===== src/rtl/ripple_count_capture.sv =====
// ripple_count_capture: brings a 4-bit ripple counter output into the clk
// domain, filters ripple transients, extends the count to W bits by tracking
// wraps, flags non-unit steps, pulses on a terminal match and serves value
// snapshots over a req/valid/ack handshake.
// Optional feature: define RCC_GLITCH_FILTER_EN to add the s3 stability
// filter (3-cycle latency); without it cnt_q follows s2 (2-cycle latency).
module ripple_count_capture #(
    parameter int unsigned W = 12
) (
    input  logic         clk,
    input  logic         reset,
    input  logic [3:0]   cnt_in,
    input  logic         dir,
    input  logic [W-1:0] match_val,
    output logic [W-1:0] ext_cnt,
    output logic         cnt_valid,
    output logic         match_pulse,
    output logic         skip_err,
    input  logic         snap_req,
    input  logic         snap_ack,
    output logic         snap_valid,
    output logic [W-1:0] snap_data
);

    typedef enum logic {IDLE, HOLD} snap_state_t;

    localparam logic [W-5:0] EPOCH_ONE = 1;

    logic [3:0]   s1, s2, cnt_q;
    logic [W-5:0] epoch;
    // fill flags mark stages that carry a real post-reset sample, so the
    // reset value of the pipeline is never mistaken for a settled count
    logic         fill1, fill2;
`ifdef RCC_GLITCH_FILTER_EN
    logic [3:0]   s3;
    logic         fill3;
`endif

    logic         cand_ok;
    logic         upd;
    logic [3:0]   nxt_up, nxt_dn;
    logic [W-5:0] epoch_nxt;
    logic         skip_nxt;
    logic         snap_load;
    snap_state_t  state_q, state_d;

    assign ext_cnt = {epoch, cnt_q};

    // Two-flop synchronizer plus optional stability stage
    always_ff @(posedge clk) begin
        if (reset) begin
            s1    <= '0;
            s2    <= '0;
            fill1 <= 1'b0;
            fill2 <= 1'b0;
`ifdef RCC_GLITCH_FILTER_EN
            s3    <= '0;
            fill3 <= 1'b0;
`endif
        end else begin
            s1    <= cnt_in;
            s2    <= s1;
            fill1 <= 1'b1;
            fill2 <= fill1;
`ifdef RCC_GLITCH_FILTER_EN
            s3    <= s2;
            fill3 <= fill2;
`endif
        end
    end

    // Candidate acceptance, wrap tracking and step checking
    always_comb begin
`ifdef RCC_GLITCH_FILTER_EN
        cand_ok = fill3 && (s2 == s3);
`else
        cand_ok = fill2;
`endif
        upd       = cand_ok && (!cnt_valid || (s2 != cnt_q));
        nxt_up    = cnt_q + 4'd1;
        nxt_dn    = cnt_q - 4'd1;
        epoch_nxt = epoch;
        skip_nxt  = 1'b0;
        if (cnt_valid) begin
            if (!dir) begin
                if (s2 < cnt_q) epoch_nxt = epoch + EPOCH_ONE;
                skip_nxt = (s2 != nxt_up);
            end else begin
                if (s2 > cnt_q) epoch_nxt = epoch - EPOCH_ONE;
                skip_nxt = (s2 != nxt_dn);
            end
        end
    end

    // Extended count register, sticky skip flag and match pulse
    always_ff @(posedge clk) begin
        if (reset) begin
            cnt_q       <= '0;
            epoch       <= '0;
            cnt_valid   <= 1'b0;
            match_pulse <= 1'b0;
            skip_err    <= 1'b0;
        end else begin
            match_pulse <= upd && ({epoch_nxt, s2} == match_val);
            if (upd) begin
                cnt_q     <= s2;
                epoch     <= epoch_nxt;
                cnt_valid <= 1'b1;
                if (skip_nxt) skip_err <= 1'b1;
            end
        end
    end

    // Snapshot FSM state register
    always_ff @(posedge clk) begin
        if (reset) state_q <= IDLE;
        else       state_q <= state_d;
    end

    // Snapshot FSM next-state and outputs; requests in HOLD are ignored
    always_comb begin
        state_d    = state_q;
        snap_load  = 1'b0;
        snap_valid = 1'b0;
        case (state_q)
            IDLE: begin
                if (snap_req) begin
                    snap_load = 1'b1;
                    state_d   = HOLD;
                end
            end
            HOLD: begin
                snap_valid = 1'b1;
                if (snap_ack) state_d = IDLE;
            end
            default: state_d = IDLE;
        endcase
    end

    // Snapshot capture takes the registered (pre-update) extended count
    always_ff @(posedge clk) begin
        if (reset)          snap_data <= '0;
        else if (snap_load) snap_data <= ext_cnt;
    end

endmodule


===== config.mk =====
export PLATFORM = sky130hd
export DESIGN_NAME = ripple_count_capture
export DESIGN_NICKNAME = d
export VERILOG_FILES = /design/src/rtl/ripple_count_capture.sv
export SDC_FILE = /design/constraint.sdc
export NUM_CORES = 1
export LEC_CHECK = 0
export CAP_MARGIN = 20
export CORE_UTILIZATION = 40
export DETAILED_ROUTE_END_ITERATION = 8
export HOLD_SLACK_MARGIN = 0.12
export PLACE_DENSITY = 0.65
export SLEW_MARGIN = 20
export SYNTH_ARGS = -nofsm -noshare
export SYNTH_HDL_FRONTEND = slang
export SYNTH_SLANG_ARGS = --single-unit

===== constraint.sdc =====
create_clock -name clk -period 3.3 [get_ports clk]
set_input_delay 0.33 -clock clk [delete_from_list [all_inputs] [get_ports clk]]
set_output_delay 0.33 -clock clk [all_outputs]
set_load 0.01 [all_outputs]

Word level (Yosys, flattened, before mapping)
Index checks and enable logic that the tools add are counted.

operators by class
  $add $sub $neg = 4
  magnitude comparators = 2
  equal/unequal tests = 4
  multiplexer cells = 12
  bitwise logic cells = 1
  reduce and logical (&&, ||, !) cells = 5

operator list
  cell                                                                 number
  8-bit 2-to-1 mux                                                     4
  12-bit equality test                                                 1
  4-bit inequality test                                                3
  8-bit by 1-bit adder with 8-bit output (second input constant)       1
  8-bit by 1-bit subtractor with 8-bit output (second input constant)  1
  1-bit 2-to-1 mux                                                     7
  4-bit by 1-bit adder with 4-bit output (second input constant)       1
  4-bit greater-than comparator                                        1
  4-bit less-than comparator                                           1
  4-bit by 1-bit subtractor with 4-bit output (second input constant)  1
  1-bit logical AND                                                    2
  1-bit case mux with 2 select lines                                   1
  2-bit AND reduction                                                  1
  1-bit logical NOT                                                    1
  1-bit logical OR                                                     1
  1-bit inverter                                                       1

word-level totals
  bits in registers = 38
  input bits = 21

Longest topological paths before layout
  word-level depth = 6
  depth in mapped cells = 10
  gate-level depth less buffers = 9

Worst setup path before layout
Ideal clock, no wire load.

  kind = register to register
  from = reg cnt_q[1]
  to = reg match_pulse
  setup time = 0.073 ns
  arrival time = 2.195 ns
  path slack = 1.032 ns
  cell stages (with the launch flop) = 10
  path buffers = 0
  period minus slack after synthesis = 2.268 ns
  cell sequence = dfxtp_1 > inv_1 > ha_1 > and2b_1 > o211ai_1 > a21boi_1 > or4_1 > o21ai_1 > nand4_1 > nor3_2

on the way
  longest elaborated chain between the ends = 6
  elaborated cells on any way between the ends = 11
  those cells by class = order compare (2); eq/ne (2); mux (4); reduce/logical (3)

RTL lines
  what                                                                         line    RTL
  start: declaration                                                           29      logic [3:0] s1, s2, cnt_q;
  start signal: assignment                                                     98      cnt_q <= '0;
  start signal: assignment                                                     106     cnt_q <= s2;
  4-bit less-than comparator or 4-bit greater-than comparator (tied branches)  86, 89
  8-bit 2-to-1 mux, on equally long branches                                   86, 89
  8-bit 2-to-1 mux                                                             85      if (!dir) begin
  8-bit 2-to-1 mux                                                             84      if (cnt_valid) begin
  12-bit equality test                                                         104     match_pulse <= upd && ({epoch_nxt, s2} == match_val);
  1-bit logical AND (*)                                                        104
  end signal: assignment                                                       104
  end: declaration                                                             17      output logic match_pulse,

Every way passes the cells marked *; elsewhere a longest branch is shown, timed or not.
A chain may end at the register's enable or synchronous reset.

Worst setup path in the final report
Ends and elaborated chain as after synthesis.

==> impl_metrics.toml <==
[worst_setup_path]
arrival_ps = 2730
rr_startpoint = "cnt_q[1]"
cp.required_ps = 3520
slowest_delay_ps = 530
reg2reg_depth = 9
worstSetupPathType = "reg2reg"
cp-end-kind = "flip-flop"
cp_max_fo = 5
crit_chain = "inv_1, ha_1, and2b_1, o211ai_1, a21boi_1, or4_1, o21ai_1, nand4_1, nor3_2"
worstReg2RegEnd = "match_pulse"
critPathBufInv = 1
critPathSlowestCell = "or4_1"
r2r_slack_ps = 790
crit_family = "simple AND/OR/NAND/NOR gates"
critical_path.startpoint_type = "flip-flop"

[floorplan]
die_w_um = 73.4
dieArea_sq_mm = 0.00538
die_h_um = 73.4
initial_core_util = 0.423
rows = 25
core_sq_mm = 0.00482
ios = 49

[hold_path]
hold_path_depth = 1
worst_hold_startpoint = "fill1"
hp-class = "reg2reg"
min_to = "cand_ok"

[sta]
maxSlewHeadroom = 0.430
period_share = 0.761
rsz0062_at_grt = "no"
fin_setup_tns_ps = 0
fmax_mhz = 398
setup_violations = 0
skew_ps = 10.8
tightest_slew_ps = 849
layout_min_cycle_time_ps = 2510
drv_slew = 0
hold_viol_final = 0

[yosys]
synth_compound_gate_area_share = 0.128
seq_area_frac_synth = 0.373
syn-num-nets = 280
syn_area_per_cell_sq_um = 8.15
synthFlopType = "dfxtp_1"
synth_top_family_by_area = "simple AND/OR/NAND/NOR gates"
synth_warnings = 0
synthCells = 250
synth_fa_ha_area_frac = 0.0589
synthMuxAreaShare = 0.0196
synth_simple_gate_area_share = 0.256
ys_async_sr_fraction = 0
synth_edf_count = 0
yosysUniqueCellTypes = 42
synth_xor_area_frac = 0.116
synth.cell_area_sq_mm = 0.00204
ys_ff_latch = 38

[clock_network]
cts.repair.resized = 0
htree_levels = 2
clkLatencyLatePin_ps = 290
cts_tree = "built"
cts_root_buf = "clkbuf_8"
cts_inserted_buffers = 5
cts_setup_buffers = 0
clkTransAtPathRegs_ps = 90
cts_num_sinks = 38
cts-hold-fix-buffers = 0
cts_buffer_depth = 2

[pwr]
p_per_area_mw_per_mm2 = 367
vdd_drop_max_v = 0.000216
p_leak_uw = 0.000935

[cells_and_area]
antenna_cells = 0
drive_gt1_frac = 0.0476
nets = 323
final_core_util = 0.551
syn2layout_area_growth_pct = 30.3

[status]
outcome = "finished clean"

[detailed_routing]
dr.first_iter.drc_count = 106
firstDrtPassIters = 4
vias = 1797
routedWlPerCell_um = 13.2
totalWireLength_um = 4760
via_per_inst = 4.98
ant_nets = 0
drc = 0

[placement]
io_buffers = 48
hpwl_um = 3420
routabilityCongestion = 0.825

[global_route]
grt_first_pass_wirelength_um = 7890
grt_overflow_total = 0
first_global_vias = 1645
antenna_found_initial = 0
grt.total_usage = 0.191
grt_max_degree = 39

[job]
max-cap-violations = 0
-- per-stage QoR --
| step | worst slack [ps] | area (sq um) | std cells | total power [uW] | hold WS (ps) |
|---|---|---|---|---|---|
| after floorplan | 1030 | 2040 | 250 | 580 | 414 |
| after global placement | 835 | 2560 | 353 | 635 | 420 |
| after detailed placement | 814 | 2560 | 353 | 636 | 420 |
| after CTS | 816 | 2660 | 361 | 982 | 440 |
| after global routing | 689 | 2660 | 361 | 1020 | 464 |
| final | 789 | 2660 | 361 | 976 | 438 |
-- synth_stat cells (5+ instances only) --
cell type / number / area share
nand2_1: 42 / 0.077
dfxtp_1: 38 / 0.37
a21oi_1: 24 / 0.059
nor2_1: 16 / 0.029
xnor2_1: 16 / 0.069
nor2b_1: 13 / 0.040
xor2_1: 11 / 0.047
inv_1: 10 / 0.018
ha_1: 8 / 0.049
buf_2: 6 / 0.015
clkbuf_1: 6 / 0.011
nand2b_1: 5 / 0.015
o21ai_0: 5 / 0.012
-- cell families (layout without fill, tap and decap cells) --
kind of cell             after synthesis  count (layout)
AND/OR/NAND/NOR                      103             103
AO/OA/AOI/OAI                         45              45
flip-flops                            38              38
XOR/XNOR                              27              27
buffers and inverters                 24              68
adder cells (fa/ha/maj)                9               9
multiplexers                           4               4
-- worst max path at each step --
stage	from	end	slack, ps	depth (start not counted)
after global placement	dir	skip_err	830	8
after global routing	cnt_q[1]	match_pulse	690	9
after floorplan	cnt_q[1]	match_pulse	1030	9
final	cnt_q[1]	match_pulse	790	9
after CTS	cnt_q[1]	match_pulse	820	9
after detailed placement	dir	skip_err	810	8
-- placed cells by master, fill, tap and decap left out, types with 2 or more instances in the layout --
| master | synthesis | layout |
|---|---|---|
| clkdlybuf4s50_1 | 0 | 48 |
| nand2_1 | 42 | 42 |
| dfxtp_1 | 38 | 38 |
| a21oi_1 | 24 | 24 |
| nor2_1 | 16 | 16 |
| xnor2_1 | 16 | 16 |
| nor2b_1 | 13 | 13 |
| xor2_1 | 11 | 11 |
| inv_1 | 10 | 10 |
| ha_1 | 8 | 8 |
| clkbuf_8 | 0 | 6 |
| nand2b_1 | 5 | 5 |
| o21ai_0 | 5 | 5 |
| nor3_1 | 4 | 4 |
| mux2i_1 | 4 | 4 |
| nand3_1 | 4 | 4 |
| nand4_1 | 3 | 3 |
| or4_1 | 3 | 3 |
| o21ai_1 | 2 | 2 |
| o211ai_1 | 2 | 2 |
| nor4b_1 | 2 | 2 |
| a31oi_1 | 2 | 2 |
| nor4_1 | 2 | 2 |
| a21o_1 | 2 | 2 |
| nor3_2 | 2 | 2 |
| a211oi_1 | 2 | 2 |
| buf_4 | 0 | 2 |
-- worst register-to-register path, stage by stage (launching register included) --
cell	delay, ps
dfxtp_1	410
inv_1	100
ha_1	320
and2b_1	190
o211ai_1	300
a21boi_1	210
or4_1	530
o21ai_1	90
nand4_1	100
nor3_2	200
-- state kept, by name, summed over array words and instances (netlist names), 4 cells and up --
signal,flops
s1,4
cnt_q,4
epoch,8
snap_data,12
s2,4
-- cell type report --
class | instances | area [sq um]
multi-input combinational | 188 | 1180
tap | 67 | 83.8
fill | 456 | 2160
timing repair buffer | 50 | 495
clock buffer | 6 | 82.6
clock inverter | 2 | 16.3
sequential | 38 | 761
inverter | 10 | 37.5
-- layer usage --
metal	vias to the layer above	global-route usage	wire (um)
li1	924	-	-
met4	0	0.0513	43
met2	51	0.282	2060
met5	-	0	0
met1	818	0.282	2350
met3	4	0.0412	308
-- power by group --
group / total (uW) / internal, uW / switching, uW
Sequential: 481 / 469 / 11.8
Clock: 349 / 172 / 177
Combinational: 145 / 72.5 / 72.8
Total: 976 / 714 / 262
(Power assumes the default switching activity.)
